### config.mk
export PLATFORM = sky130hd
export DESIGN_NAME = arb_mux_n
export DESIGN_NICKNAME = d
export VERILOG_FILES = /design/src/rtl/arb_mux_pkg.sv /design/src/rtl/arb_mux_n_rr_pick.sv /design/src/rtl/arb_mux_n.sv
export SDC_FILE = /design/constraint.sdc
export NUM_CORES = 1
export LEC_CHECK = 0
export CAP_MARGIN = 0
export CORE_AREA = 2 2 130 132
export DETAILED_ROUTE_END_ITERATION = 8
export DIE_AREA = 0 0 132 134
export HOLD_SLACK_MARGIN = 0.02
export PLACE_DENSITY = 0.69
export SETUP_SLACK_MARGIN = 0.15
export SLEW_MARGIN = 5
export SYNTH_ARGS = -nofsm -noshare
export SYNTH_HDL_FRONTEND = slang
export SYNTH_SLANG_ARGS = --single-unit
export TNS_END_PERCENT = 30
### constraint.sdc
create_clock -name clk -period 3.89 [get_ports clk]
set_input_delay 0.778 -clock clk [delete_from_list [all_inputs] [get_ports clk]]
set_output_delay 0.778 -clock clk [all_outputs]
set_load 0.01 [all_outputs]
### src/rtl/arb_mux_pkg.sv
// Shared constants and helpers for the N-way arbitrating output mux.
package arb_mux_pkg;

   // Largest channel count the arbiter is meant to be built with.
   localparam int ARB_MAX_N = 16;

   // Width of a channel index; never narrower than one bit.
   function automatic int sel_w(input int n);
      return (n <= 2) ? 1 : $clog2(n);
   endfunction

endpackage

### src/rtl/arb_mux_n_rr_pick.sv
// rr_pick: combinational winner search. The search begins at i_ptr and
// ascends, wrapping N-1 -> 0. The first requesting channel wins. The result
// is a one-hot grant, the winner index, and an any-request flag.
module rr_pick
   import arb_mux_pkg::*;
#(
   parameter  int N  = 4,
   localparam int SW = sel_w(N)
) (
   input  logic [N-1:0]  i_req,
   input  logic [SW-1:0] i_ptr,
   output logic [N-1:0]  o_grant,
   output logic [SW-1:0] o_winner,
   output logic          o_any
);

   // Scan N positions starting from the pointer; the first hit is latched via o_any.
   always_comb begin
      int w_idx;
      o_grant  = '0;
      o_winner = '0;
      o_any    = 1'b0;
      w_idx    = 0;
      for (int k = 0; k < N; k++) begin
         w_idx = int'(i_ptr) + k;
         if (w_idx >= N) w_idx = w_idx - N;
         if (!o_any && i_req[SW'(w_idx)]) begin
            o_grant[SW'(w_idx)] = 1'b1;
            o_winner            = SW'(w_idx);
            o_any               = 1'b1;
         end
      end
   end

endmodule

### src/rtl/arb_mux_n.sv
// arb_mux_n: N-channel arbiter feeding a single registered output slot.
// Round-robin by default. Defining ARB_MUX_FIXED_PRIO_EN selects fixed
// priority (the lowest index wins) and pins the pointer at 0.
// The output slot loads whenever it is empty or being drained, which
// sustains one word per cycle.
module arb_mux_n
   import arb_mux_pkg::*;
#(
   parameter  int WIDTH = 64,
   parameter  int N     = 4,
   localparam int SW    = sel_w(N)
) (
   input  logic                      clk,
   input  logic                      reset_n,
   input  logic [N-1:0]              in_valid,
   input  logic [N-1:0][WIDTH-1:0]   in_data,
   output logic [N-1:0]              in_ready,
   output logic                      out_valid,
   output logic [WIDTH-1:0]          out_data,
   output logic [SW-1:0]             out_sel,
   input  logic                      out_ready
);

   logic [SW-1:0]    r_ptr;
   logic             r_out_valid;
   logic [WIDTH-1:0] r_out_data;
   logic [SW-1:0]    r_out_sel;

   logic             w_load;
   logic [N-1:0]     w_req;
   logic [N-1:0]     w_grant;
   logic [SW-1:0]    w_winner;
   logic             w_any;
   logic [SW-1:0]    w_ptr_nxt;

   // The slot can take a word when it is empty or its word leaves this cycle.
   // Requests are masked in reset, so no channel sees ready then.
   always_comb begin
      w_load = ~r_out_valid | out_ready;
      w_req  = (reset_n && w_load) ? in_valid : '0;
   end

   rr_pick #(.N(N)) u_pick (
      .i_req    (w_req),
      .i_ptr    (r_ptr),
      .o_grant  (w_grant),
      .o_winner (w_winner),
      .o_any    (w_any)
   );

   // Pointer successor. Fixed priority keeps the search anchored at channel 0.
   always_comb begin
`ifdef ARB_MUX_FIXED_PRIO_EN
      w_ptr_nxt = '0;
`else
      w_ptr_nxt = (w_winner == SW'(N - 1)) ? '0 : w_winner + SW'(1);
`endif
   end

   // Output slot and pointer. A pick overwrites the slot; a drain with no pick empties it.
   always_ff @(posedge clk or negedge reset_n) begin
      if (!reset_n) begin
         r_ptr       <= '0;
         r_out_valid <= 1'b0;
         r_out_data  <= '0;
         r_out_sel   <= '0;
      end else if (w_any) begin
         r_ptr       <= w_ptr_nxt;
         r_out_valid <= 1'b1;
         r_out_data  <= in_data[w_winner];
         r_out_sel   <= w_winner;
      end else if (out_ready) begin
         r_out_valid <= 1'b0;
      end
   end

   assign in_ready  = w_grant;
   assign out_valid = r_out_valid;
   assign out_data  = r_out_data;
   assign out_sel   = r_out_sel;

endmodule

== Yosys cells after proc, flatten, opt, wreduce, memory -nomap -nowiden ==
Cells that the tools add are included.

* Register bits: 69
* Bits of input ports: 263
* Output and inout bits: 71
* Word-level logic and storage cells: 85

* $add $sub $neg: 8
* Bitwise logic cells: 5
* Eq/ne operators: 1
* Reduce and logical (&&, ||, !) cells: 12
* Order comparisons: 13
* Multiplexer cells: 42

{| class="wikitable"
|+ Operator list
! cell !! count
|-
| 64-bit binary-select mux with 2-bit select || 1
|-
| 64-bit two-way mux || 1
|-
| 4-bit two-way mux || 5
|-
| 1-bit two-way mux || 18
|-
| 2-bit two-way mux || 9
|-
| 2-bit by 4-bit less-than comparator with 1-bit output (second input constant) || 4
|-
| 4-bit OR || 3
|-
| 3-bit >= comparator (second input constant) || 3
|-
| 1-bit binary-select mux with 2-bit select || 4
|-
| 1-bit demux with 2-bit select || 4
|-
| 2-bit by 1-bit >= comparator with 1-bit output (second input constant) || 4
|-
| 1-bit logical AND || 8
|-
| 2-bit by 1-bit subtractor with 2-bit output (second input constant) || 4
|-
| 2-bit by 2-bit adder with 3-bit output (second input constant) || 2
|-
| 2-bit by 1-bit adder with 3-bit output (second input constant) || 1
|-
| 2-bit by 3-bit >= comparator with 1-bit output (second input constant) || 1
|-
| 1-bit logical NOT || 3
|-
| 2-bit by 3-bit less-than comparator with 1-bit output (second input constant) || 1
|-
| 2-bit by 1-bit adder with 2-bit output (second input constant) || 1
|-
| 2-bit equality test (second input constant) || 1
|-
| 2-bit nonzero test || 1
|-
| 1-bit NOT || 1
|-
| 1-bit OR || 1
|}

== Longest topological paths before layout ==
* Depth in word-level cells: 19
* Gate-level depth with buffers: 13
* Gate-level depth less buffers: 9

== Modules after synthesis ==
Synthesis repeated with hierarchy kept, for this count alone.

* Cell total of the unflattened synthesis: 439
* Area total of the unflattened synthesis: 4972.3 µm²

{| class="wikitable"
|+ By module, submodules not included
! module !! cells each !! times used !! area an instance (µm²) !! seq. area each (µm²)
|-
| arb_mux_n || 376 || 1 || 4471.8 || 1726.7
|-
| rr_pick || 63 || 1 || 500.5 || 0.0
|}

== Worst setup path before layout ==
Ideal clock, no wire load.

* Path kind: flip-flop to output port
* Start point: register r_ptr[0]
* End point: output in_ready[2]
* Path slack: 0.565 ns
* Buffers on the path: 1
* Arrival time: 2.547 ns
* Cell stages (with the launch flop): 8
* Cells stage by stage: dfrtp_1 -> buf_2 -> inv_1 -> ha_1 -> mux4_2 -> nor4_1 -> o21a_1 -> a221o_1

* Word-level cells in the longest chain between the ends: 15

{| class="wikitable"
|+ Ends and longest elaborated chain
! what !! line !! source
|-
| start, declared || arb_mux_n.sv:24 || <nowiki>logic [SW-1:0] r_ptr;</nowiki>
|-
| start signal, assigned || arb_mux_n.sv:68 || <nowiki>r_ptr <= w_ptr_nxt;</nowiki>
|-
| branches (longest 14 deep; another with 2-bit by 4-bit less-than comparator with 1-bit output) || -- ||
|-
| 4-bit two-way mux * || arb_mux_n_rr_pick.sv:27 || <nowiki>if (!o_any && i_req[SW'(w_idx)]) begin</nowiki>
|-
| end, declared || arb_mux_n.sv:17 || <nowiki>output logic [N-1:0] in_ready,</nowiki>
|}

Every way passes the cells marked *. The select of a mux whose other input is x is not followed.

== Final worst setup path ==
* Start point: input in_valid[1]
* End point: output in_ready[0]

* Word-level cells in the longest chain between the ends: 14

{| class="wikitable"
|+ Ends and longest elaborated chain
! what !! line !! source
|-
| start, declared || arb_mux_n.sv:15 || <nowiki>input logic [N-1:0] in_valid,</nowiki>
|-
| 4-bit two-way mux * || arb_mux_n.sv:40 || <nowiki>w_req = (reset_n && w_load) ? in_valid : '0;</nowiki>
|-
| 1-bit binary-select mux with 2-bit select || arb_mux_n_rr_pick.sv:27 ||
|-
| 1-bit two-way mux (not written as such) (2 in series) || arb_mux_n_rr_pick.sv:27 ||
|-
| 1-bit two-way mux || arb_mux_n_rr_pick.sv:27 ||
|-
| 1-bit logical NOT || arb_mux_n_rr_pick.sv:27 ||
|-
| 1-bit logical AND || arb_mux_n_rr_pick.sv:27 ||
|-
| 1-bit two-way mux || arb_mux_n_rr_pick.sv:27 ||
|-
| 1-bit logical NOT || arb_mux_n_rr_pick.sv:27 ||
|-
| 1-bit logical AND || arb_mux_n_rr_pick.sv:27 ||
|-
| 1-bit two-way mux || arb_mux_n_rr_pick.sv:27 ||
|-
| 1-bit logical NOT || arb_mux_n_rr_pick.sv:27 ||
|-
| 1-bit logical AND || arb_mux_n_rr_pick.sv:27 ||
|-
| 4-bit two-way mux * || arb_mux_n_rr_pick.sv:27 ||
|}

Mark *: on every way between the ends. The rest lies on a longest branch, timed or not. The select of a mux whose other input is x is not followed.

==> metrics <==
clk_skew=0.01110 ns; setup TNS=0 ns; reg2reg start=r_ptr[0]; Worst-path clk slew=0.05 ns; Post-synth EDFFs=0; slowest CP cell=clkdlybuf4s50_1; Final Wtd Congestion=0.8273; DRC viols=0; post-synthesis cell type count=40; reg2reg end=out_data[15]; Worst EP required=3.11 ns; Port Buf Inserts=333; clock buffer depth=2; Register Area=0.001727 mm²; R2R cell count=11; Post-synth top flop=dfrtp_1; final setup vio count=0; Min Clock Period, post-route=3.678 ns; Core Area=0.01629 mm²; first-pass GRT wire length=27.08 mm; initial antenna violation count=0; Hold Crit Class=reg -> reg; vias in the first global route=5,167; CP cell instances=clkdlybuf4s50_1 > buf_4 > or3b_1 > a21o_1 > o21ai_1 > and2_1 > nand2_1 > nand3_1 > clkdlybuf4s50_1; Vias/cell=4.872; Crit path top cell by count=clkdlybuf4s50_1; post-synthesis cell area=0.004843 mm²; R2R Setup Slk=0.84 ns; synth-to-layout area growth=79.80%; Levels on crit path=9; Total Routed Length=17.46 mm; syn nets=719; via count=4,877; CP endpoint=in_ready[0]; most numerous cell in the Yosys netlist=mux2i_1; Worst-Margin Slew=0.6312 ns; critical path class=in -> out; ys async rst share=100.0%; CP max FO=9; synth top area cells=dfrtp_1 (36%), mux2i_1 (30%), o221ai_1 (8.5%); syn_area_per_cell=10.84 µm²; Crit path max-delay family=buffers and inverters; global route overflow=0; DR pass1 iterations=4; Multi-input gate area=0.002856 mm²; CTS tree=yes; P_leak=3.610 nW; cells after synthesis=447; Root Buffer=clkbuf_16; layout cells sized above 1=9.475%; RSZ-0062 raised after global routing=true; Die X-Extent=132 µm; clock latency on the worst-skew pair=0.32 ns; WL/cell=17.45 µm; fmax=271.9 MHz; post-synth top area cell=dfrtp_1; Die H=134 µm; Final Hold Viols=0; Bufs and invs on worst path=3; drt initial violations=243; crit path DAT=2.90 ns; Critical Path Start=in_valid[1]; status=completed; H-tree Lvls=3; n_diodes=0; worst vdd ir=0.0001776 V; final slew viol count=0; Synth warnings=0; post-synthesis sequential area ratio=35.65%; initial core utilization=29.73%; crit share post-route=94.55%; row count=47; pin count of the biggest net entering global routing=49; FF+latch count, synth=69; hold_ws=0.4766 ns; critical path endpoint category=primary output; Power Density=467.0 mW/mm²; NumNets Final=1,050; Largest stage delay, worst path=0.54 ns; Yosys top cell area share=35.65%; TritonCTS Buffers=9; Worst slew margin=57.92%; Post-DP HPWL=14.09 mm; filler instances=1,435; Worst Setup Start Kind=primary input; most instantiated cells after synthesis=mux2i_1 (145), dfrtp_1 (69), nand2_1 (61); Clock Sinks=69; total of max-cap violations=0; DIE AREA=0.01769 mm²; IO Pins=334; GRT Overall Usage=19.15%; Antenna Violating Nets Remaining=0
## metal layers
| metal | routed length (µm) | GRT usage, % | up-vias |
|---|---|---|---|
| met1 | 6576 | 21.51 | 2256 |
| met5 | 0 | 0 | - |
| met2 | 9154 | 35.24 | 235 |
| met4 | 431 | 6.280 | 0 |
| li1 | - | - | 2357 |
| met3 | 1301 | 4.989 | 29 |
## worst reg2reg max path, cell delays in order, from the launching register on
cell and delay (ns):
dfrtp_1 0.36, inv_2 0.09, ha_4 0.31, mux4_2 0.53, buf_4 0.16, nor2b_4 0.13, a211oi_2 0.20, o31a_2 0.24
buf_12 0.28, buf_4 0.29, mux2i_1 0.19, o221ai_1 0.14
## cells by family after synthesis
kind of cell / Yosys count / synth area share (%)
mux: 163 / 34.62
flops: 69 / 35.65
buf+inv: 44 / 6.613
simple gates: 92 / 8.448
fa+ha+maj: 9 / 2.325
compound gates: 70 / 12.35
## worst min path at each step
stage | startpoint | end | depth (start not counted)
global placement | out_sel[0] | out_sel[0] | 1
CTS | out_sel[0] | out_sel[0] | 1
detailed placement | out_sel[0] | out_sel[0] | 1
global route | out_sel[0] | out_sel[0] | 1
finish | out_sel[0] | out_sel[0] | 1
floorplan | reset_n | out_data[0] | 0
## repair_timing
item                                    CTS  global route
hold buffers                              0             0
gates resized for setup                   3             8
endpoints found under the hold margin     0             0
endpoints found under the setup margin    4             3
buffers inserted                          0             3
pin swaps                                 0             1
## where the power goes
part           total [mW]  internal (mW)  switching (mW)
Combinational        2.20           1.25           0.951
Sequential           1.12          0.985           0.139
Clock               0.746          0.457           0.289
## area by class of cell
cell class	instances	area share, %
Multi-Input combinational cell	334	32.80
Inverter	5	0.2155
Clock buffer	12	2.945
Clock inverter	2	0.1149
Sequential cell	69	19.83
Timing Repair Buffer	359	40.93
Tap cell	220	3.161
## state kept, by name, indices dropped and copies added, names as in the netlist
signal     cells
out_valid      1
out_data      64
out_sel        2
r_ptr          2
## through the flow
| stage | total power, mW | worst slack, ns | instances | util (%) | instance area, µm² |
|---|---|---|---|---|---|
| 6_report | 4.067 | 0.2120 | 1001 | 53.46 | 8708 |
| 5_1_grt | 4.307 | 0.08113 | 1001 | 53.46 | 8708 |
| 3_3_place_gp | 3.271 | 0.1429 | 984 | 51.44 | 8379 |
| 4_1_cts | 4.076 | 0.1303 | 998 | 53.15 | 8657 |
| 2_1_floorplan | 2.230 | 0.5647 | 447 | - | 4843 |
| 3_5_place_dp | 3.304 | 0.09711 | 984 | 51.44 | 8379 |
## placed cells by master (no fill, tap or decap), drive strengths merged, types with 3 or more instances in the layout
cell           Yosys  final
a21o               3      3
a221o              3      3
buf               23     27
clkbuf            16     12
clkdlybuf4s50      0    330
dfrtp             69     69
ha                 9      9
inv                5      5
mux2              16     16
mux2i            145    145
nand2             61     61
nand2b             4      4
nand3              6      6
nor2               5      5
nor3               6      6
o21ai              4      4
o221ai            47     47
No activity file was read; power rests on OpenSTA's default activity.
